--- src/rtl/freq_report_pkg.sv ---
// Shared definitions for the frequency report stage: bin width, parameter
// defaults and report entry layout.
package freq_report_pkg;
  localparam int FREQ_W         = 4;
  localparam int STABLE_N_DEF   = 3;
  localparam int CNT_W_DEF      = 8;
  localparam int FIFO_DEPTH_DEF = 4;

  // Report entry is {freq, frame index}.
  function automatic int entry_w(input int cnt_w);
    return FREQ_W + cnt_w;
  endfunction
endpackage

--- src/rtl/freq_report_fifo.sv ---
// Synchronous report FIFO: valid/ready pop, push with drop-on-full, and a
// head register that holds the last popped entry while empty.
module freq_fifo #(
  parameter int W     = 12,
  parameter int DEPTH = 4
) (
  input  logic         clk,
  input  logic         rst,
  input  logic         push,
  input  logic [W-1:0] push_data,
  input  logic         pop_ready,
  output logic         valid,
  output logic [W-1:0] head,
  output logic         drop
);
  localparam int PTR_W = $clog2(DEPTH);

  logic [W-1:0]     mem [DEPTH];
  logic [PTR_W-1:0] rd_ptr;
  logic [PTR_W-1:0] wr_ptr;
  logic [PTR_W:0]   count;
  logic [W-1:0]     last_q;
  logic             full;
  logic             pop;
  logic             wr_en;

  assign valid = (count != '0);
  assign full  = (count == (PTR_W+1)'(DEPTH));
  assign pop   = valid & pop_ready;
  // A full FIFO still accepts a push when the head leaves on the same edge.
  assign wr_en = push & (~full | pop);
  assign drop  = push & full & ~pop;
  assign head  = valid ? mem[rd_ptr] : last_q;

  always_ff @(posedge clk or posedge rst) begin
    if (rst) begin
      rd_ptr <= '0;
      wr_ptr <= '0;
      count  <= '0;
      last_q <= '0;
    end else begin
      if (wr_en) wr_ptr <= wr_ptr + 1'b1;
      if (pop) begin
        rd_ptr <= rd_ptr + 1'b1;
        last_q <= mem[rd_ptr];
      end
      case ({wr_en, pop})
        2'b10:   count <= count + 1'b1;
        2'b01:   count <= count - 1'b1;
        default: count <= count;
      endcase
    end
  end

  always_ff @(posedge clk) begin
    if (wr_en) mem[wr_ptr] <= push_data;
  end
endmodule

--- src/rtl/freq_report.sv ---
// Confirms a dominant frequency after STABLE_N identical frames and queues
// each confirmed change, with its frame index, for a host consumer.
module freq_report
  import freq_report_pkg::*;
#(
  parameter int STABLE_N   = STABLE_N_DEF,
  parameter int CNT_W      = CNT_W_DEF,
  parameter int FIFO_DEPTH = FIFO_DEPTH_DEF
) (
  input  logic              clk,
  input  logic              rst,
  input  logic              done,
  input  logic [FREQ_W-1:0] freq,
  input  logic              rpt_ready,
  input  logic              ovf_clr,
  output logic              rpt_valid,
  output logic [FREQ_W-1:0] rpt_freq,
  output logic [CNT_W-1:0]  rpt_frame,
  output logic              ovf,
  output logic [FREQ_W-1:0] cur_freq,
  output logic              cur_vld
);
  localparam int ENTRY_W = entry_w(CNT_W);

  logic [CNT_W-1:0]   frame_cnt;
  logic [CNT_W-1:0]   run_len;
  logic [CNT_W-1:0]   run_len_nxt;
  logic [FREQ_W-1:0]  last_freq;
  logic               confirm;
  logic               drop;
  logic [ENTRY_W-1:0] head;

  always_comb begin
    run_len_nxt = run_len;
    if (done) begin
      if (run_len != '0 && freq == last_freq)
        run_len_nxt = (run_len == '1) ? run_len : run_len + 1'b1;
      else
        run_len_nxt = CNT_W'(1);
    end
  end

  // Only the frame that lands exactly on STABLE_N can confirm, so long or
  // saturated runs never re-report.
  assign confirm = done && (run_len_nxt == CNT_W'(STABLE_N)) &&
                   (!cur_vld || freq != cur_freq);

  always_ff @(posedge clk or posedge rst) begin
    if (rst) begin
      frame_cnt <= '0;
      run_len   <= '0;
      last_freq <= '0;
      cur_freq  <= '0;
      cur_vld   <= 1'b0;
      ovf       <= 1'b0;
    end else begin
      run_len <= run_len_nxt;
      if (done) begin
        frame_cnt <= frame_cnt + 1'b1;
        if (!(run_len != '0 && freq == last_freq)) last_freq <= freq;
      end
      if (confirm) begin
        cur_freq <= freq;
        cur_vld  <= 1'b1;
      end
      if (drop)         ovf <= 1'b1;
      else if (ovf_clr) ovf <= 1'b0;
    end
  end

  freq_fifo #(
    .W     (ENTRY_W),
    .DEPTH (FIFO_DEPTH)
  ) u_fifo (
    .clk       (clk),
    .rst       (rst),
    .push      (confirm),
    .push_data ({freq, frame_cnt}),
    .pop_ready (rpt_ready),
    .valid     (rpt_valid),
    .head      (head),
    .drop      (drop)
  );

  assign rpt_freq  = head[ENTRY_W-1 -: FREQ_W];
  assign rpt_frame = head[CNT_W-1:0];
endmodule

--- config.mk ---
export PLATFORM = sky130hd
export DESIGN_NAME = freq_report
export DESIGN_NICKNAME = d
export VERILOG_FILES = /design/src/rtl/freq_report_pkg.sv /design/src/rtl/freq_report_fifo.sv /design/src/rtl/freq_report.sv
export SDC_FILE = /design/constraint.sdc
export NUM_CORES = 1
export LEC_CHECK = 0
export CAP_MARGIN = 15
export CORE_MARGIN = 2
export CORE_UTILIZATION = 50
export DETAILED_ROUTE_END_ITERATION = 16
export PLACE_DENSITY_LB_ADDON = 0.2
export SLEW_MARGIN = 0
export SYNTH_ARGS = -nofsm -noshare
export SYNTH_HDL_FRONTEND = slang
export SYNTH_SLANG_ARGS = --single-unit
--- constraint.sdc ---
create_clock -name clk -period 5.65 [get_ports clk]
set_input_delay 1.4125 -clock clk [delete_from_list [all_inputs] [get_ports clk]]
set_output_delay 1.4125 -clock clk [all_outputs]
set_load 0.05 [all_outputs]
Word-level counts from Yosys, hierarchy flattened

Memory sizes are Yosys's and may differ from the RTL's.
Index checks and enable logic that the tools add are counted.

Register bits: 45
RAM bits: 48
Input port bits: 9
Output and inout port bits: 19
Word-level logic and storage cells: 51
Memories: 1

Add/sub/neg operators: 6
Equal/unequal tests: 7
Mux-type cells: 9
Bitwise gates (word level): 8
Reductions and logical operators: 10

Memories:

| memory     | words | width | rd ports | clocked after memory_dff | wr ports | RTL line               | text |
|---|---|---|---|---|---|---|---|
| u_fifo.mem | 4     | 12    | 1        | 0                        | 1        | freq_report_fifo.sv:18 | `logic [W-1:0] mem [DEPTH];` |

Operators with widths:

| cell                | number |
|---|---|
| $mux 8              | 3 |
| $add 8x1->8 const B | 2 |
| $mux 12             | 1 |
| $eq 8x2->1 const B  | 1 |
| $eq 8x8->1 const B  | 1 |
| $reduce_bool 8->1   | 1 |
| $pmux 3 s2          | 1 |
| $add 2x1->2 const B | 2 |
| $and 1x1->1         | 4 |
| $eq 4x4->1          | 1 |
| $mux 1              | 4 |
| $ne 4x4->1          | 1 |
| $reduce_bool 2->1   | 2 |
| $add 3x1->3 const B | 1 |
| $eq 3x3->1 const B  | 1 |
| $logic_and 1x1->1   | 3 |
| $not 1->1           | 3 |
| $reduce_bool 3->1   | 1 |
| $sub 3x1->3 const B | 1 |
| $eq 2x1->1 const B  | 1 |
| $eq 2x2->1 const B  | 1 |
| $reduce_and 2->1    | 1 |
| $logic_not 1->1     | 1 |
| $logic_or 1x1->1    | 1 |
| $or 1x1->1          | 1 |

Depth between registers and ports, before layout

Gate-level depths: netlist of run 1.

Depth in word-level cells: 10
Gate-level depth with buffers: 13
Gate-level depth less buffers: 12

Cells and area by module

A second synthesis of run 1 with hierarchy kept.

Cells, all modules: 297
Area, all modules: 4424.2 sq um

By module, submodules not included:

| module      | times used | cells an instance | area an instance (sq um) | sequential area each (sq um) |
|---|---|---|---|---|
| freq_fifo   | 1          | 155               | 2915.3                   | 1916.8 |
| freq_report | 1          | 142               | 1508.9                   | 650.6 |

Least setup slack after synthesis of run 1

OpenSTA, ideal clock, no wires.

Path type: input port to flip-flop
From: input done
To: register u_fifo.count[2]
Library setup time: 0.125 ns
Arrival time: 3.356 ns
Data required time: 5.525 ns
Setup slack: 2.169 ns
Stages: 12
Buffers on the path: 1
Cell sequence: clkbuf_8 -> nand2_1 -> o31ai_1 -> o2111ai_1 -> nor4_4 -> nand2_4 -> ha_1 -> inv_1 -> fa_1 -> xor2_1 -> nor2_1 -> xor2_1

Longest elaborated chain between the ends: 7
Elaborated cells on any way between the ends: 9
Those cells by class: eq/ne (3); mux (2); bitwise (1); reduce/logical (3)

RTL lines:

| item                                            | RTL line               | text |
|---|---|---|
| start: declaration                              | freq_report.sv:12      | `input logic done,` |
| $mux 8                                          | freq_report.sv:35      | `if (done) begin` |
| $eq 8x2->1                                      | freq_report.sv:45      | `assign confirm = done && (run_len_nxt == CNT_W'(STABLE_N)) &&` |
| $logic_and 1x1->1 * (2 in a row)                | freq_report.sv:45      |  |
| $and 1x1->1 *                                   | freq_report_fifo.sv:31 | `assign wr_en = push & (~full \| pop);` |
| $eq 2x1->1 or $eq 2x2->1 (tied branches)        | freq_report_fifo.sv:47 | `case ({wr_en, pop})` |
| $pmux 3 s2 or $reduce_bool 2->1 (tied branches) | --                     |  |
| end signal: assignment                          | freq_report_fifo.sv:48 | `2'b10: count <= count + 1'b1;` |
| end signal: assignment                          | freq_report_fifo.sv:49 | `2'b01: count <= count - 1'b1;` |
| end signal: assignment                          | freq_report_fifo.sv:50 | `default: count <= count;` |
| end: declaration                                | freq_report_fifo.sv:21 | `logic [PTR_W:0] count;` |

Every way passes the cells marked *; elsewhere a longest branch is shown, timed or not.
A chain may end at the register's enable or synchronous reset.

Worst setup path after layout of run 1

From: register u_fifo.rd_ptr[0]
To: output rpt_frame[1]

Longest elaborated chain between the ends: 2

RTL lines:

| item                     | RTL line               | text |
|---|---|---|
| start: declaration       | freq_report_fifo.sv:19 | `logic [PTR_W-1:0] rd_ptr;` |
| start signal: assignment | freq_report_fifo.sv:44 | `rd_ptr <= rd_ptr + 1'b1;` |
| $mem_v2 4x12             | --                     |  |
| $mux 12                  | freq_report_fifo.sv:33 | `assign head = valid ? mem[rd_ptr] : last_q;` |
| end: declaration         | freq_report.sv:18      | `output logic [CNT_W-1:0] rpt_frame,` |

Every way passes these cells.

==> run metrics, run 1 <==
result of the run=completed; commonest cells in the netlist=edfxtp_1 (48), dfrtp_1 (45), mux2_2 (27); number of clock sinks=a little over 90; total wirelength of the detailed-routed design=6870 um; CTS tree=done; fraction of synthesized cell area taken by the top area cell type=34.4%; routed via count=2,275; number of buffers created by CTS=9; post-route clock skew=about 0.0079 ns; relative slew slack=33.8%; maximum fanout along the worst path=14; pin slew with the least headroom to its limit=0.993 ns; Synth-to-Final Area Change=12.4%; drt via density=between 5 and 6; Gate Count Post-Synth=271; required arrival time at the worst endpoint=4.24 ns; main flop type after synthesis=edfxtp_1; sequential share of the synthesized area=61.3%; Clk pin slew, worst setup/hold paths=0.08 ns; endpoint type of the worst setup path=output port; horizontal extent of the die=95.5 um; vias in the first global route=2,279; Max clock buf depth=2; post-CTS setup buffers=0; largest net degree at the start of global routing=46; DRT iter0 DRCs=95; count of pins on the block boundary=28; FF-to-FF Start=run_len[0]; maximum vdd ir drop=0.180 mV; slack of the worst reg-to-reg path=2.32 ns; post-synthesis cell type count=49; clock latency reported for the late side of the worst-skew pair=0.35 ns; layout cell share with drive strength beyond 1=about 24%; number of rows created at floorplan=33; Final Non-Filler Cells=408; data arrival time at the worst-slack endpoint=2.86 ns; detail-routed net length per standard cell=16.8 um; source of the worst hold timing path=u_fifo.count[2]; residual overflow from global routing=0; aggregate negative setup slack=0 ns; vertical die dimension=between 90 and 100 um; HPWL after detailed placement=~4600 um; # resized after CTS=0; number of diodes=0; area of the core=between 0.008 and 0.009 mm2; fraction of the cycle the final worst path needs=75.6%; Reg2Reg Capture Point=u_fifo.count[2]; Overall Global Routing Usage=between 15 and 20%; Synth Net Count=289; total power density per cell area=462 mW/mm2; Static Leakage=~1.8 nW; setup-violating endpoint count in the final report=0; summed instance area of the synthesized netlist=0.00419 mm2; Pins Over Slew Limit=0; library cell with the largest summed area after synthesis=edfxtp_1; total of hold buffers inserted after clock tree synthesis=0; depth of the CTS H-tree=3; EDFF count, synth=48; number of port buffers=27; Yosys reg bits=a little over 90; RSZ-0062 raised after global routing=false; wire length of the first global-routing pass=11,300 um; length in cells of the worst reg-to-reg path=12; critical path startpoint category=register; Post-Syn Area per Cell=15.5 um2; Final min period=roughly 4.3 ns; number of antenna violations at the first check in global routing=0; critical path startpoint=u_fifo.rd_ptr[0]; buffer cell driving the clock tree root=clkbuf_8; antenna viol nets, final=0; most area-consuming cells after synthesis=edfxtp_1 (34%), dfrtp_1 (27%), mux2_2 (7.3%), mux4_2 (6.5%), xnor2_1 (2.5%); placed cell count=392; number of nets in the layout=around 320; worst hold path cell count=1; number of design rule violations left after detail routing=0; DIE AREA=0.00912 mm2; capture endpoint of the worst hold path=u_fifo.count[2]; Yosys Warn Count=0; Final Hold Fails=0; Max Clk Rate=between 0.2 and 0.25 GHz; leading cell type by number of instances after synthesis=edfxtp_1; ys async rst share=48.4%; initial cell density of the core=between 50% and 60%; detailed-router iteration count before antenna repair=4; type of the worst setup path=reg2out; path class of the lowest-slack min-delay path=reg2reg; number of max-cap violations=0; Final GP Congestion=between 0.8 and 0.9
-- logic make-up (layout without fill, tap and decap cells) --
kind of cell               count (synthesis)  in the layout  share of synthesized area, %
adders and majority gates                  9              9                          2.87
AOI/OAI and AO/OA                         19             19                          3.41
and+or+nand+nor                           55             55                          7.95
xor gates and xnor gates                  22             22                          4.60
muxes                                     48             48                          16.5
buffers and inverters                     25             57                          3.35
DFF                                       93             93                          61.3
-- state kept, by name, indices dropped and copies added, names as in the netlist --
name and flops:
u_fifo.wr_ptr 2, last_freq 4, frame_cnt 8, u_fifo.rd_ptr 2, u_fifo.mem 48, u_fifo.count 3, u_fifo.last_q 12, run_len 8
cur_freq 4, cur_vld 1, ovf 1
-- metal layers --
metal  GRT usage, %  vias up  part of all wire [%]  wire, um
li1               -     1061                     -         -
met1           21.7     1152                    46      3140
met2           27.7       51                    49      3390
met3           2.92       11                   3.3       229
met4           7.98        0                   1.6       109
met5              0        -                     0         0
-- through the flow --
| step | worst slack (ns) | utilization (%) | power (mW) | hold WS, ns | area (um2) |
|---|---|---|---|---|---|
| floorplan | 2.17 | - | 1.55 | 0.447 | 4190 |
| global placement | 1.19 | 55.1 | 1.73 | 0.464 | 4510 |
| detailed placement | 1.11 | 55.1 | 1.76 | 0.473 | 4510 |
| CTS | 1.31 | 57.6 | 2.20 | 0.489 | 4710 |
| global route | 1.17 | 57.6 | 2.29 | 0.513 | 4710 |
| finish | 1.38 | 57.6 | 2.17 | 0.491 | 4710 |
-- power by group --
| part | total (mW) | internal [mW] | switching (mW) |
|---|---|---|---|
| sequential | 0.970 | 0.837 | 0.133 |
| combinational | 0.760 | 0.349 | 0.410 |
| clock | 0.445 | 0.227 | 0.218 |
| total | 2.17 | 1.41 | 0.761 |
-- final cells by class --
cell class              instances  area (um2)
inverters                      13        48.8
flip-flops and latches         93        2570
well taps                     105         131
repair buffers                 28         278
clock inverters                 4        46.3
multi-input cells             153        1480
clock buffers                  12         155
fillers                       626        3470
-- critical path, stage by stage (launching register included) --
cell and delay (ns):
dfrtp_1 0.90, mux4_2 0.64, mux2_2 0.28, clkdlybuf4s50_1 0.69
-- worst max path at each step --
stage	depth (start not counted)	slack (ns)	endpoint
after global placement	13	1.19	u_fifo.count[2]
after global routing	13	1.17	u_fifo.count[2]
after detailed placement	13	1.11	u_fifo.count[2]
after CTS	3	1.31	rpt_frame[4]
after floorplan	12	2.17	u_fifo.count[2]
final	3	1.38	rpt_frame[1]
-- layout by cell type (no fill, tap or decap), types with 4 or more instances in the layout --
master / instances
edfxtp_1: 48
dfrtp_1: 45
mux2_2: 27
clkdlybuf4s50_1: 27
xnor2_1: 12
nor2_1: 12
inv_1: 12
mux4_2: 12
clkbuf_8: 11
xor2_1: 10
nand2_1: 8
and3_2: 8
ha_1: 8
nand4_1: 5
nand3_1: 5
mux2_4: 5
a21oi_1: 4
Power figures use the tool's default switching activity.
==> run 2, diff against run 1 <==
Clock period 5.65 ns to 4.3 ns, I/O delays scaled along.
==> run 2 against run 1 <==
Compared with the run above:
- critical path depth stayed put
- register-to-register slack worse by 0.98 ns
- worst setup slack worse by 0.68 ns
- final cell count is 0.74% higher
- highest routed layer unchanged
- non-clock buffer count is 3 higher
- count of clock-buffer cells in the layout is 2 lower
- flip-flop and latch count stayed put
- critical endpoint is now rpt_frame[4]
- clock skew is 0.0033 ns higher
- total power is 37% higher
- cell area is 1.5% higher
==> run metrics, run 2 (synthesis results as in run 1) <==
result of the run=completed (unchanged); setup-violating endpoint count in the final report=0 (unchanged); Max stage delay on crit path=0.80 ns (was 0.90 ns); maximum vdd ir drop=0.215 mV (was 0.180 mV); placed cell count=395 (was 392); number of port buffers=27 (unchanged); required arrival time at the worst endpoint=3.22 ns (was 4.24 ns); Synth-to-Final Area Change=14.0% (was 12.4%); worst hold path cell count=1 (unchanged); detail-routed net length per standard cell=16.9 um (was 16.8 um); buffer cell driving the clock tree root=clkbuf_8 (unchanged); Max clock buf depth=2 (unchanged); horizontal extent of the die=95.5 um (unchanged); total wirelength of the detailed-routed design=6970 um (was 6870 um); type of the worst setup path=reg2out (unchanged); vertical die dimension=95.5 um (unchanged); register ranked first by flip-flop count=u_fifo.mem (unchanged); wire length of the first global-routing pass=11,400 um (was 11,300 um); Final GP Congestion=0.874 (was 0.848); commonest non-fill, non-tap cell in the layout=edfxtp_1 (unchanged); detailed-router iteration count before antenna repair=4 (unchanged); slack of the worst reg-to-reg path=1.34 ns (was 2.32 ns); number of rows created at floorplan=33 (unchanged); number of design rule violations left after detail routing=0 (unchanged); layout cell share with drive strength beyond 1=25.8% (was 24.4%); aggregate negative setup slack=0 ns (unchanged); pin slew with the least headroom to its limit=0.983 ns (was 0.993 ns); maximum fanout along the worst path=14 (unchanged); DRT iter0 DRCs=123 (was 95); RSZ-0062 raised after global routing=false (unchanged); residual overflow from global routing=0 (unchanged); number of diodes=0 (unchanged); most frequent cells in the layout=edfxtp_1 (48), dfrtp_1 (45), mux2_2 (27), clkdlybuf4s50_1 (27) (unchanged); path class of the lowest-slack min-delay path=reg2reg (unchanged); total power density per cell area=623 mW/mm2 (was 462 mW/mm2); critical path startpoint category=register (unchanged); post-route clock skew=0.0112 ns (was 0.00786 ns); Largest register FFs=48 (unchanged); drt via density=5.44 (was 5.58); number of buffers created by CTS=9 (unchanged); Final min period=3.61 ns; total of hold buffers inserted after clock tree synthesis=0 (unchanged); count of pins on the block boundary=28 (unchanged); DIE AREA=0.00912 mm2 (unchanged); # resized after CTS=0 (unchanged); Clk pin slew, worst setup/hold paths=0.09 ns (was 0.08 ns); depth of the CTS H-tree=3 (unchanged); critical path, cell by cell=or3_1 -> mux2_2 -> clkdlybuf4s50_1 (was mux4_2 -> mux2_2 -> clkdlybuf4s50_1); Static Leakage=1.87 nW (was 1.84 nW); CTS tree=done (unchanged); area of the core=0.00818 mm2 (unchanged); cell with the largest stage delay on the worst path=clkdlybuf4s50_1 (was dfrtp_1); number of antenna violations at the first check in global routing=0 (unchanged); Final Non-Filler Cells=411 (was 408); clock latency reported for the late side of the worst-skew pair=0.35 ns (about the same); fraction of the cycle the final worst path needs=83.9%; number of nets in the layout=319 (was 316); length in cells of the worst reg-to-reg path=12 (unchanged); initial cell density of the core=51.2% (unchanged); number of max-cap violations=0 (unchanged); relative slew slack=34.4% (was 33.8%); vias in the first global route=2,221 (was 2,279); HPWL after detailed placement=4660 um (was 4630 um); routed via count=2,234 (was 2,275); largest net degree at the start of global routing=46 (unchanged); data arrival time at the worst-slack endpoint=2.53 ns (was 2.86 ns); registers with the most flip-flops=u_fifo.mem (48), u_fifo.last_q (12) (unchanged); Pins Over Slew Limit=0 (unchanged); Final Hold Fails=0 (unchanged); number of clock sinks=93 (unchanged); post-CTS setup buffers=0 (unchanged); Max Clk Rate=approximately 0.28 GHz; Overall Global Routing Usage=17.1% (was 16.8%); antenna viol nets, final=0 (unchanged); endpoint type of the worst setup path=output port (unchanged)
[run 2: cell count changes in the layout (fill, tap and decap cells not counted), sizes merged]
| cell | delta |
|---|---|
| clkinvlp | +1 |
| buf | +3 |
| clkinv | -1 |
| clkbuf | -2 |
| bufinv | +2 |
[run 2: power breakdown]
group / internal [mW] / total, mW / switching (mW) / leakage, nW
Clock: 0.401 / 0.693 / 0.292 / 0.119
Sequential: 1.10 / 1.24 / 0.137 / 0.992
Combinational: 0.469 / 1.04 / 0.574 / 0.760
[run 2: final timing paths]
check | startpoint | to
max reg2reg | run_len[0] | u_fifo.count[2]
min reg2reg | u_fifo.count[2] | u_fifo.count[2]
min in group asynchronous | rst | u_fifo.last_q[5]
max | u_fifo.count[0] | rpt_frame[4]
max in group asynchronous | rst | u_fifo.last_q[8]
min | u_fifo.count[2] | u_fifo.count[2]
[run 2: critical path, delay by kind of cell (launching register included)]
kind	cells	cell delay, ns
buf+inv	1	0.80
simple gates	1	0.63
flops	1	0.42
mux	1	0.32
[run 2: metrics by stage]
| step | instance area, um2 | setup WS (ns) | total power [mW] | util [%] | hold slack, ns |
|---|---|---|---|---|---|
| 5_1_grt | 4780 | 0.557 | 3.14 | 58.4 | 0.510 |
| 3_5_place_dp | 4530 | 0.352 | 2.31 | 55.4 | 0.475 |
| 3_3_place_gp | 4530 | 0.472 | 2.29 | 55.4 | 0.463 |
| 6_report | 4780 | 0.692 | 2.97 | 58.4 | 0.480 |
| 2_1_floorplan | 4190 | 1.16 | 2.03 | - | 0.447 |
| 4_1_cts | 4780 | 0.643 | 3.01 | 58.4 | 0.488 |
[run 2: routing by layer]
layer / track usage, % / wire [um]
met5: 0 / 0
met4: 7.26 / 111
met1: 24.1 / 3420
met2: 26.1 / 3180
met3: 3.64 / 253
[run 2: cell type report]
type,instances,area (um2)
clock inverters,6,110
well taps,105,131
fillers,645,3400
inverters,13,48.8
repair buffers,31,300
flip-flops and latches,93,2570
clock buffers,10,138
multi-input cells,153,1480
